$ cat src/rtl/microseq_pkg.sv
// Shared encodings for the microsequencer: state codes, opcodes and addrctl fields.
package microseq_pkg;

    localparam int CODE_W = 4;

    localparam logic [CODE_W-1:0] S_FETCH   = 4'd0;
    localparam logic [CODE_W-1:0] S_DECODE  = 4'd1;
    localparam logic [CODE_W-1:0] S_MEMADR  = 4'd2;
    localparam logic [CODE_W-1:0] S_MEMRD   = 4'd3;
    localparam logic [CODE_W-1:0] S_MEMWB   = 4'd4;
    localparam logic [CODE_W-1:0] S_MEMWR   = 4'd5;
    localparam logic [CODE_W-1:0] S_RTYPEEX = 4'd6;
    localparam logic [CODE_W-1:0] S_RTYPEWB = 4'd7;
    localparam logic [CODE_W-1:0] S_BEQEX   = 4'd8;
    localparam logic [CODE_W-1:0] S_JEX     = 4'd9;

    localparam logic [5:0] OP_RTYPE = 6'b000000;
    localparam logic [5:0] OP_LW    = 6'b100011;
    localparam logic [5:0] OP_SW    = 6'b101011;
    localparam logic [5:0] OP_BEQ   = 6'b000100;
    localparam logic [5:0] OP_J     = 6'b000010;

    localparam logic [1:0] AC_FETCH = 2'b00;
    localparam logic [1:0] AC_DISP1 = 2'b01;
    localparam logic [1:0] AC_DISP2 = 2'b10;
    localparam logic [1:0] AC_SEQ   = 2'b11;

endpackage

$ cat src/rtl/microseq_dispatch.sv
// Combinational dispatch ROMs: maps (sel, opcode) to a target state code.
// J is only a legal dispatch-1 target when MICROSEQ_JUMP_EN is defined.
module microseq_dispatch
    import microseq_pkg::*;
(
    input  logic [1:0]        sel,
    input  logic [5:0]        opcode,
    output logic [CODE_W-1:0] target,
    output logic              valid
);

    always_comb begin
        target = S_FETCH;
        valid  = 1'b0;
        case (sel)
            AC_DISP1: begin
                case (opcode)
                    OP_RTYPE: begin target = S_RTYPEEX; valid = 1'b1; end
                    OP_LW,
                    OP_SW:    begin target = S_MEMADR;  valid = 1'b1; end
                    OP_BEQ:   begin target = S_BEQEX;   valid = 1'b1; end
`ifdef MICROSEQ_JUMP_EN
                    OP_J:     begin target = S_JEX;     valid = 1'b1; end
`endif
                    default:  begin target = S_FETCH;   valid = 1'b0; end
                endcase
            end
            AC_DISP2: begin
                case (opcode)
                    OP_LW:   begin target = S_MEMRD; valid = 1'b1; end
                    OP_SW:   begin target = S_MEMWR; valid = 1'b1; end
                    default: begin target = S_FETCH; valid = 1'b0; end
                endcase
            end
            default: begin
                target = S_FETCH;
                valid  = 1'b0;
            end
        endcase
    end

endmodule

$ cat src/rtl/microsequencer.sv
// Multicycle-CPU microprogram sequencer with registered inst_done/illegal pulses.
// Optional jump support is enabled by defining MICROSEQ_JUMP_EN.
//
//   state   | meaning
//   0 FETCH | fetch instruction
//   1 DECODE| decode, dispatch-1
//   2 MEMADR| address calc, dispatch-2
//   3 MEMRD | memory read
//   4 MEMWB | load writeback
//   5 MEMWR | memory write
//   6 RTYPEEX | ALU execute
//   7 RTYPEWB | ALU writeback
//   8 BEQEX | branch compare
//   9 JEX   | jump (unreachable without MICROSEQ_JUMP_EN)
module microsequencer
    import microseq_pkg::*;
#(
    parameter int STATE_W = 4
)
(
    input  logic               clk,
    input  logic               rst_n,
    input  logic [1:0]         addrctl,
    input  logic [5:0]         opcode,
    input  logic               stall,
    output logic [STATE_W-1:0] state,
    output logic               inst_done,
    output logic               illegal
);

    localparam logic [STATE_W-1:0] ST_FETCH = STATE_W'(S_FETCH);
    localparam logic [STATE_W-1:0] ST_JEX   = STATE_W'(S_JEX);
    localparam logic [STATE_W-1:0] ST_ONE   = STATE_W'(1);

    logic [STATE_W-1:0] state_next;
    logic               bad_next;
    logic               inst_done_next;
    logic               illegal_next;
    logic               unreachable;
    logic [CODE_W-1:0]  disp_target;
    logic               disp_valid;

    microseq_dispatch u_dispatch (
        .sel    (addrctl),
        .opcode (opcode),
        .target (disp_target),
        .valid  (disp_valid)
    );

`ifdef MICROSEQ_JUMP_EN
    assign unreachable = (state > ST_JEX);
`else
    assign unreachable = (state >= ST_JEX);
`endif

    always_ff @(posedge clk or negedge rst_n) begin
        if (!rst_n) begin
            state     <= ST_FETCH;
            inst_done <= 1'b0;
            illegal   <= 1'b0;
        end else begin
            state     <= state_next;
            inst_done <= inst_done_next;
            illegal   <= illegal_next;
        end
    end

    always_comb begin
        state_next = state;
        bad_next   = 1'b0;
        if (!stall) begin
            if (unreachable) begin
                state_next = ST_FETCH;
                bad_next   = 1'b1;
            end else begin
                case (addrctl)
                    AC_FETCH: state_next = ST_FETCH;
                    AC_SEQ: begin
                        // Sequencing past the last microinstruction wraps with an error.
                        if (state == ST_JEX) begin
                            state_next = ST_FETCH;
                            bad_next   = 1'b1;
                        end else begin
                            state_next = state + ST_ONE;
                        end
                    end
                    default: begin
                        if (disp_valid) begin
                            state_next = STATE_W'(disp_target);
                        end else begin
                            state_next = ST_FETCH;
                            bad_next   = 1'b1;
                        end
                    end
                endcase
            end
        end
    end

    always_comb begin
        inst_done_next = 1'b0;
        illegal_next   = 1'b0;
        if (!stall) begin
            inst_done_next = (state != ST_FETCH) && (state_next == ST_FETCH);
            illegal_next   = bad_next;
        end
    end

endmodule

$ cat config.mk
export PLATFORM = sky130hd
export DESIGN_NAME = microsequencer
export DESIGN_NICKNAME = d
export VERILOG_FILES = /design/src/rtl/microseq_pkg.sv /design/src/rtl/microseq_dispatch.sv /design/src/rtl/microsequencer.sv
export SDC_FILE = /design/constraint.sdc
export NUM_CORES = 1
export LEC_CHECK = 0
export BUFFER_PORTS_ARGS = -buffer_cell sky130_fd_sc_hd__clkbuf_2
export CAP_MARGIN = 5
export CORE_AREA = 10 10 47 49
export DETAILED_ROUTE_END_ITERATION = 8
export DIE_AREA = 0 0 57 59
export SLEW_MARGIN = 25
export SYNTH_ARGS = -nofsm -noshare
export SYNTH_HDL_FRONTEND = slang
export SYNTH_SLANG_ARGS = --single-unit
$ cat constraint.sdc
create_clock -name clk -period 3.3 [get_ports clk]
set_input_delay 0.66 -clock clk [delete_from_list [all_inputs] [get_ports clk]]
set_output_delay 0.66 -clock clk [all_outputs]
set_load 0.01 [all_outputs]
== Yosys cells after proc, flatten, opt, wreduce, memory -nomap -nowiden ==
Index checks and enable logic that the tools add are counted.

* Register bits after elaboration: 6
* Latch bits: 0
* Memory bits (writable): 0
* Bits in read-only memories: 0
* Bits of input ports: 11
* Output and inout port bits: 6
* Word-level logic and storage cells: 36
* Memories kept: 0

* Add/subtract/negate cells: 1
* $mul: 0
* Div/mod/pow operators: 0
* $lt $le $gt $ge: 1
* Equality and inequality tests: 7
* Shift operators: 0
* Mux-type cells: 17
* Bitwise logic cells: 0
* Reductions and logical operators: 7

{| class="wikitable"
|+ Operator list
! operator !! count
|-
| 4-bit 2-to-1 mux || 4
|-
| 4-bit one-hot mux with 2 select lines || 2
|-
| 6-bit == test (second input constant) || 2
|-
| 4-bit one-hot mux with 3 select lines || 1
|-
| 1-bit 2-to-1 mux || 7
|-
| 6-bit by 3-bit == test with 1-bit output (second input constant) || 1
|-
| 6-bit logical NOT || 1
|-
| 3-bit one-hot mux with 2 select lines || 1
|-
| 4-bit by 1-bit adder with 4-bit output (second input constant) || 1
|-
| 2-bit == test (second input constant) || 2
|-
| 4-bit == test (second input constant) || 1
|-
| 4-bit greater-or-equal comparator (second input constant) || 1
|-
| 4-bit logical NOT || 1
|-
| 1-bit one-hot mux with 2 select lines || 2
|-
| 4-bit nonzero test || 1
|-
| 4-bit OR reduction || 1
|-
| 2-bit by 1-bit == test with 1-bit output (second input constant) || 1
|-
| 2-bit logical NOT || 1
|-
| 2-bit OR reduction || 1
|-
| 1-bit logical AND || 1
|}

== Longest topological paths before layout ==
* Depth after elaboration: 11
* Gate-level depth with buffers: 7
* Depth with buffers taken out: 7

== Hierarchy ==
A second synthesis with hierarchy kept.

* Cells, all modules: 64
* Area total of the unflattened synthesis: 566.8 um^2

{| class="wikitable"
|+ Modules (own cells, without submodules)
! module !! times used !! cells each !! area an instance (um^2) !! sequential area each (um^2)
|-
| microsequencer || 1 || 44 || 415.4 || 150.1
|-
| microseq_dispatch || 1 || 20 || 151.4 || 0.0
|}

== Worst setup path before layout ==
Ideal clock, no wire load.

* Path type: input-to-reg
* Start: input opcode[1]
* End: register inst_done
* Library setup time: 0.132 ns
* Data arrival time: 2.006 ns
* Required time: 3.168 ns
* Slack: 1.162 ns
* Stages on the path: 5
* Path buffers: 0
* Path through: or4_4 or4b_4 a21oi_1 or3_1 nor4_1

* Word-level cells in the longest chain between the ends: 11
* Elaborated cells on any way between the ends: 19
* Classes of those cells: eq/ne: 3; mux: 11; reduce/logical: 5

{| class="wikitable"
|+ RTL lines
! item !! line !! text
|-
| start: declaration || microsequencer.sv:24 || <nowiki>input logic [5:0] opcode,</nowiki>
|-
| 6-bit == test (tied with other cells) || microseq_dispatch.sv:17, microseq_dispatch.sv:29 ||
|-
| 2-bit OR reduction (no source line) or 4-bit OR reduction (tied branches) || n/a ||
|-
| 4-bit one-hot mux with 3 select lines (tied with other cells) || microseq_dispatch.sv:17 || <nowiki>case (opcode)</nowiki>
|-
| 4-bit one-hot mux with 2 select lines or 1-bit one-hot mux with 2 select lines (tied branches) || microseq_dispatch.sv:15 || <nowiki>case (sel)</nowiki>
|-
| 4-bit 2-to-1 mux * || microsequencer.sv:88 || <nowiki>if (disp_valid) begin</nowiki>
|-
| 4-bit one-hot mux with 2 select lines * || microsequencer.sv:76 || <nowiki>case (addrctl)</nowiki>
|-
| 4-bit 2-to-1 mux * || microsequencer.sv:72 || <nowiki>if (unreachable) begin</nowiki>
|-
| 4-bit 2-to-1 mux * || microsequencer.sv:71 || <nowiki>if (!stall) begin</nowiki>
|-
| 4-bit logical NOT * || microsequencer.sv:104 || <nowiki>inst_done_next = (state != ST_FETCH) && (state_next == ST_FETCH);</nowiki>
|-
| 1-bit logical AND * || microsequencer.sv:104 ||
|-
| 1-bit 2-to-1 mux * || microsequencer.sv:103 || <nowiki>if (!stall) begin</nowiki>
|-
| named net inst_done_next || microsequencer.sv:37 || <nowiki>logic inst_done_next;</nowiki>
|-
| end signal: assignment || microsequencer.sv:63 || <nowiki>inst_done <= inst_done_next;</nowiki>
|-
| end: declaration || microsequencer.sv:27 || <nowiki>output logic inst_done,</nowiki>
|}

The timed path passes the listed nets; every way through them passes the cells marked *.

== Final worst setup path ==
Ends and elaborated chain as after synthesis.

==> run summary <==
### Route
• Met3 Routed Length: 132 um
• routed wire length per instance: 13.2 um
• remaining antenna violation count: 0
• highest metal layer used by the detailed router: met4
• Met1 Routed Length: 526 um
• Pre-Repair DR Iteration Count: 4
• detailed-route via count: 487
• routed length on met2: 516 um
• total wire length after detailed routing: 1180 um
• count of routing violations after the opening detailed-route iteration: 14
• DR DRC count: 0
• routed via count divided by cell count: 5.41

### Placed design
• Placement Setup Slack: 1.02 ns
• count of input and output buffers: 16
• routability-driven placement congestion ratio: 0.794
• half-perimeter wire length after detailed placement: 1040 um

### STA
• final setup skew: 0.00156 ns
• unrepaired setup endpoints after global routing: no
• final-report setup violation count: 0
• max-slew violation total from the final report: 0
• worst rel slew slack: 74.6%
• slew at the pin with the worst max-slew slack: 0.377 ns
• worst path setup slack after routing: 1.27 ns
• ratio of final minimum period to clock period: 61.6%
• final period demand of the worst path: 2.03 ns
• sum of negative setup slack: 0 ns
• highest achievable clock rate: 492 MHz
• count of final hold-check violations: 0

### Die
• die extent in x: 57 um
• Row Count: 14
• initial core utilization: 33.5%
• boundary pin count: 17
• area of the die: 3360 sq um
• chip height: 59 um
• core region area: 1400 sq um

### Critical path
• sort of element at the end of the critical path: flip-flop
• longest individual stage delay on the worst path: 0.53 ns
• data arrival at the endpoint of the critical path: 2.14 ns
• critical-path cell with the highest stage delay: or4b_4
• kind of start point of the critical path: primary input
• Critical path buffers and inverters: 1
• Crit Path Max Fanout: 2
• Worst Setup Path Type: in -> reg
• data required time at the worst endpoint: 3.41 ns
• kind of cell adding the most delay to the critical path: simple AND/OR/NAND/NOR gates
• critical-path cell list: clkbuf_2, or4_4, or4b_4, a21oi_1, or3_1, nor4_1
• register-to-register path setup slack: 1.58 ns

### Clocking
• Worst-path clk slew: 0.04 ns
• CTS tree: yes
• buffer type at the clock tree root: clkbuf_4
• number of CTS-inserted buffers: 3
• Hold-fix buffers, CTS: 0
• number of buffers added for setup after CTS: 0
• quantity of gates resized following cts: 0
• clock latency at the later pin of the worst-skew pair: 0.24 ns
• clock buffer depth: 2
• count of H-tree levels built during CTS: 1
• number of clock sinks seen by CTS: 6

### Synthesis
• number of instances in the synthesized netlist: 56
• post-synthesis sequential element count: 6
• number of flops mapped to enable cells by yosys: 0
• Distinct cells, synth: 26
• count of warnings emitted by yosys: 0
• cell accounting for the most synthesized area: dfrtp_1
• leading cell types by total area after synthesis: dfrtp_1 32%, ha_1 8.0%, a21oi_1 5.3%
• total standard cell area after synthesis: 469 sq um
• Commonest cells post-synth: 6 x dfrtp_1, 6 x nand2_1, 5 x a21oi_1, 5 x inv_1, 5 x nor2_1
• share of async-settable or async-resettable flops after synthesis: 100%
• part of the Yosys area used for sequential elements: 32.0%
• fraction of post-synthesis cell area in the top cell type by area: 32.0%
• commonest register cell after synthesis: dfrtp_1
• Synth Net Count: 70
• average instance area after synthesis: 8.38 sq um

### GRT
• global route overflow: 0
• initial antenna violation count: 0
• maximum number of pins on one net before global-route repair: 12
• wire length of the first global-routing pass: 1980 um
• overall routing resource usage: 7.34%
• vias in the first global route: 469

### Final layout
• total number of nets in the final design: 90
• Fillers: 149
• fraction of layout instances using a drive strength above 1: 31.1%
• area overhead of the layout relative to synthesis: 25.3%
• number of antenna diodes: 0
• combined area of the multi-input logic cells: 297 sq um
• total area of sequential cells: 150 sq um

### Flow run
• number of maximum-capacitance violations: 0

### Pwr
• Power Density: 318 nW/um^2
• worst vdd rail ir drop: 0.0780 mV
• static leakage: 0.289 nW
• overall power: 0.187 mW

### Min path
• Tightest Hold Check Type: in -> async

### Status
• outcome: finished clean

==> cell type report <==
cell class | instances | share of cell area (%)
multi-input cells | 44 | 50.4
well taps | 16 | 3.40
inverters | 5 | 3.19
repair buffers | 16 | 13.6
flip-flops and latches | 6 | 25.5
clock buffers | 3 | 3.83
==> state kept, by name (all words and copies together) (netlist names) <==
name / flops
inst_done: 1
state: 4
illegal: 1
==> worst paths after layout <==
| path | startpoint | to | cells past startpoint |
|---|---|---|---|
| worst max-delay path | opcode[1] | inst_done | 6 |
| worst min-delay path | rst_n | state[0] | 1 |
| worst max register to register | state[1] | inst_done | 5 |
| worst min register to register | state[3] | illegal | 2 |
| max in group asynchronous | rst_n | illegal | 1 |
| min in group clk | state[3] | illegal | 2 |
==> layout by cell type, fill, tap and decap left out, drive strengths merged <==
| cell type | n |
|---|---|
| dfrtp | 6 |
| or4b | 1 |
| nor2 | 5 |
| inv | 5 |
| nand2 | 6 |
| nor3b | 2 |
| ha | 3 |
| nand3 | 2 |
| a21oi | 5 |
| nor2b | 1 |
| nor3 | 1 |
| xor2 | 1 |
| maj3 | 1 |
| o21a | 1 |
| o211ai | 3 |
| o22ai | 1 |
| a211o | 1 |
| nor4 | 1 |
| o32ai | 1 |
| and3 | 1 |
| or3 | 2 |
| o21ai | 2 |
| a21o | 1 |
| clkbuf | 19 |
| or4 | 2 |
==> report_power, final <==
group	switching [mW]	leakage, nW	internal [mW]
Combinational	0.0229	0.195	0.0181
Clock	0.0231	0.0138	0.0409
Sequential	0.00436	0.0801	0.0778
==> cells by family after synthesis <==
group	synth area share (%)
flops	32.0
buf+inv	4.80
compound gates	22.1
fa+ha+maj	10.1
simple gates	29.1
xor+xnor	1.87
==> metrics by stage <==
stage / hold WS, ns / utilization (%) / instances / instance area (sq um)
6_report: 0.235 / 42.0 / 90 / 588
5_1_grt: 0.240 / 42.0 / 90 / 588
4_1_cts: 0.229 / 42.0 / 90 / 588
3_5_place_dp: 0.488 / 40.4 / 87 / 566
3_3_place_gp: 0.488 / 40.4 / 87 / 566
2_1_floorplan: 0.364 / - / 56 / 469
==> routing by layer <==
metal / global-route usage [%] / up-vias
li1: - / 243
met1: 7.36 / 221
met2: 11.5 / 21
met3: 4.72 / 2
met4: 4.03 / 0
met5: 0 / -
(Power assumes the default switching activity.)
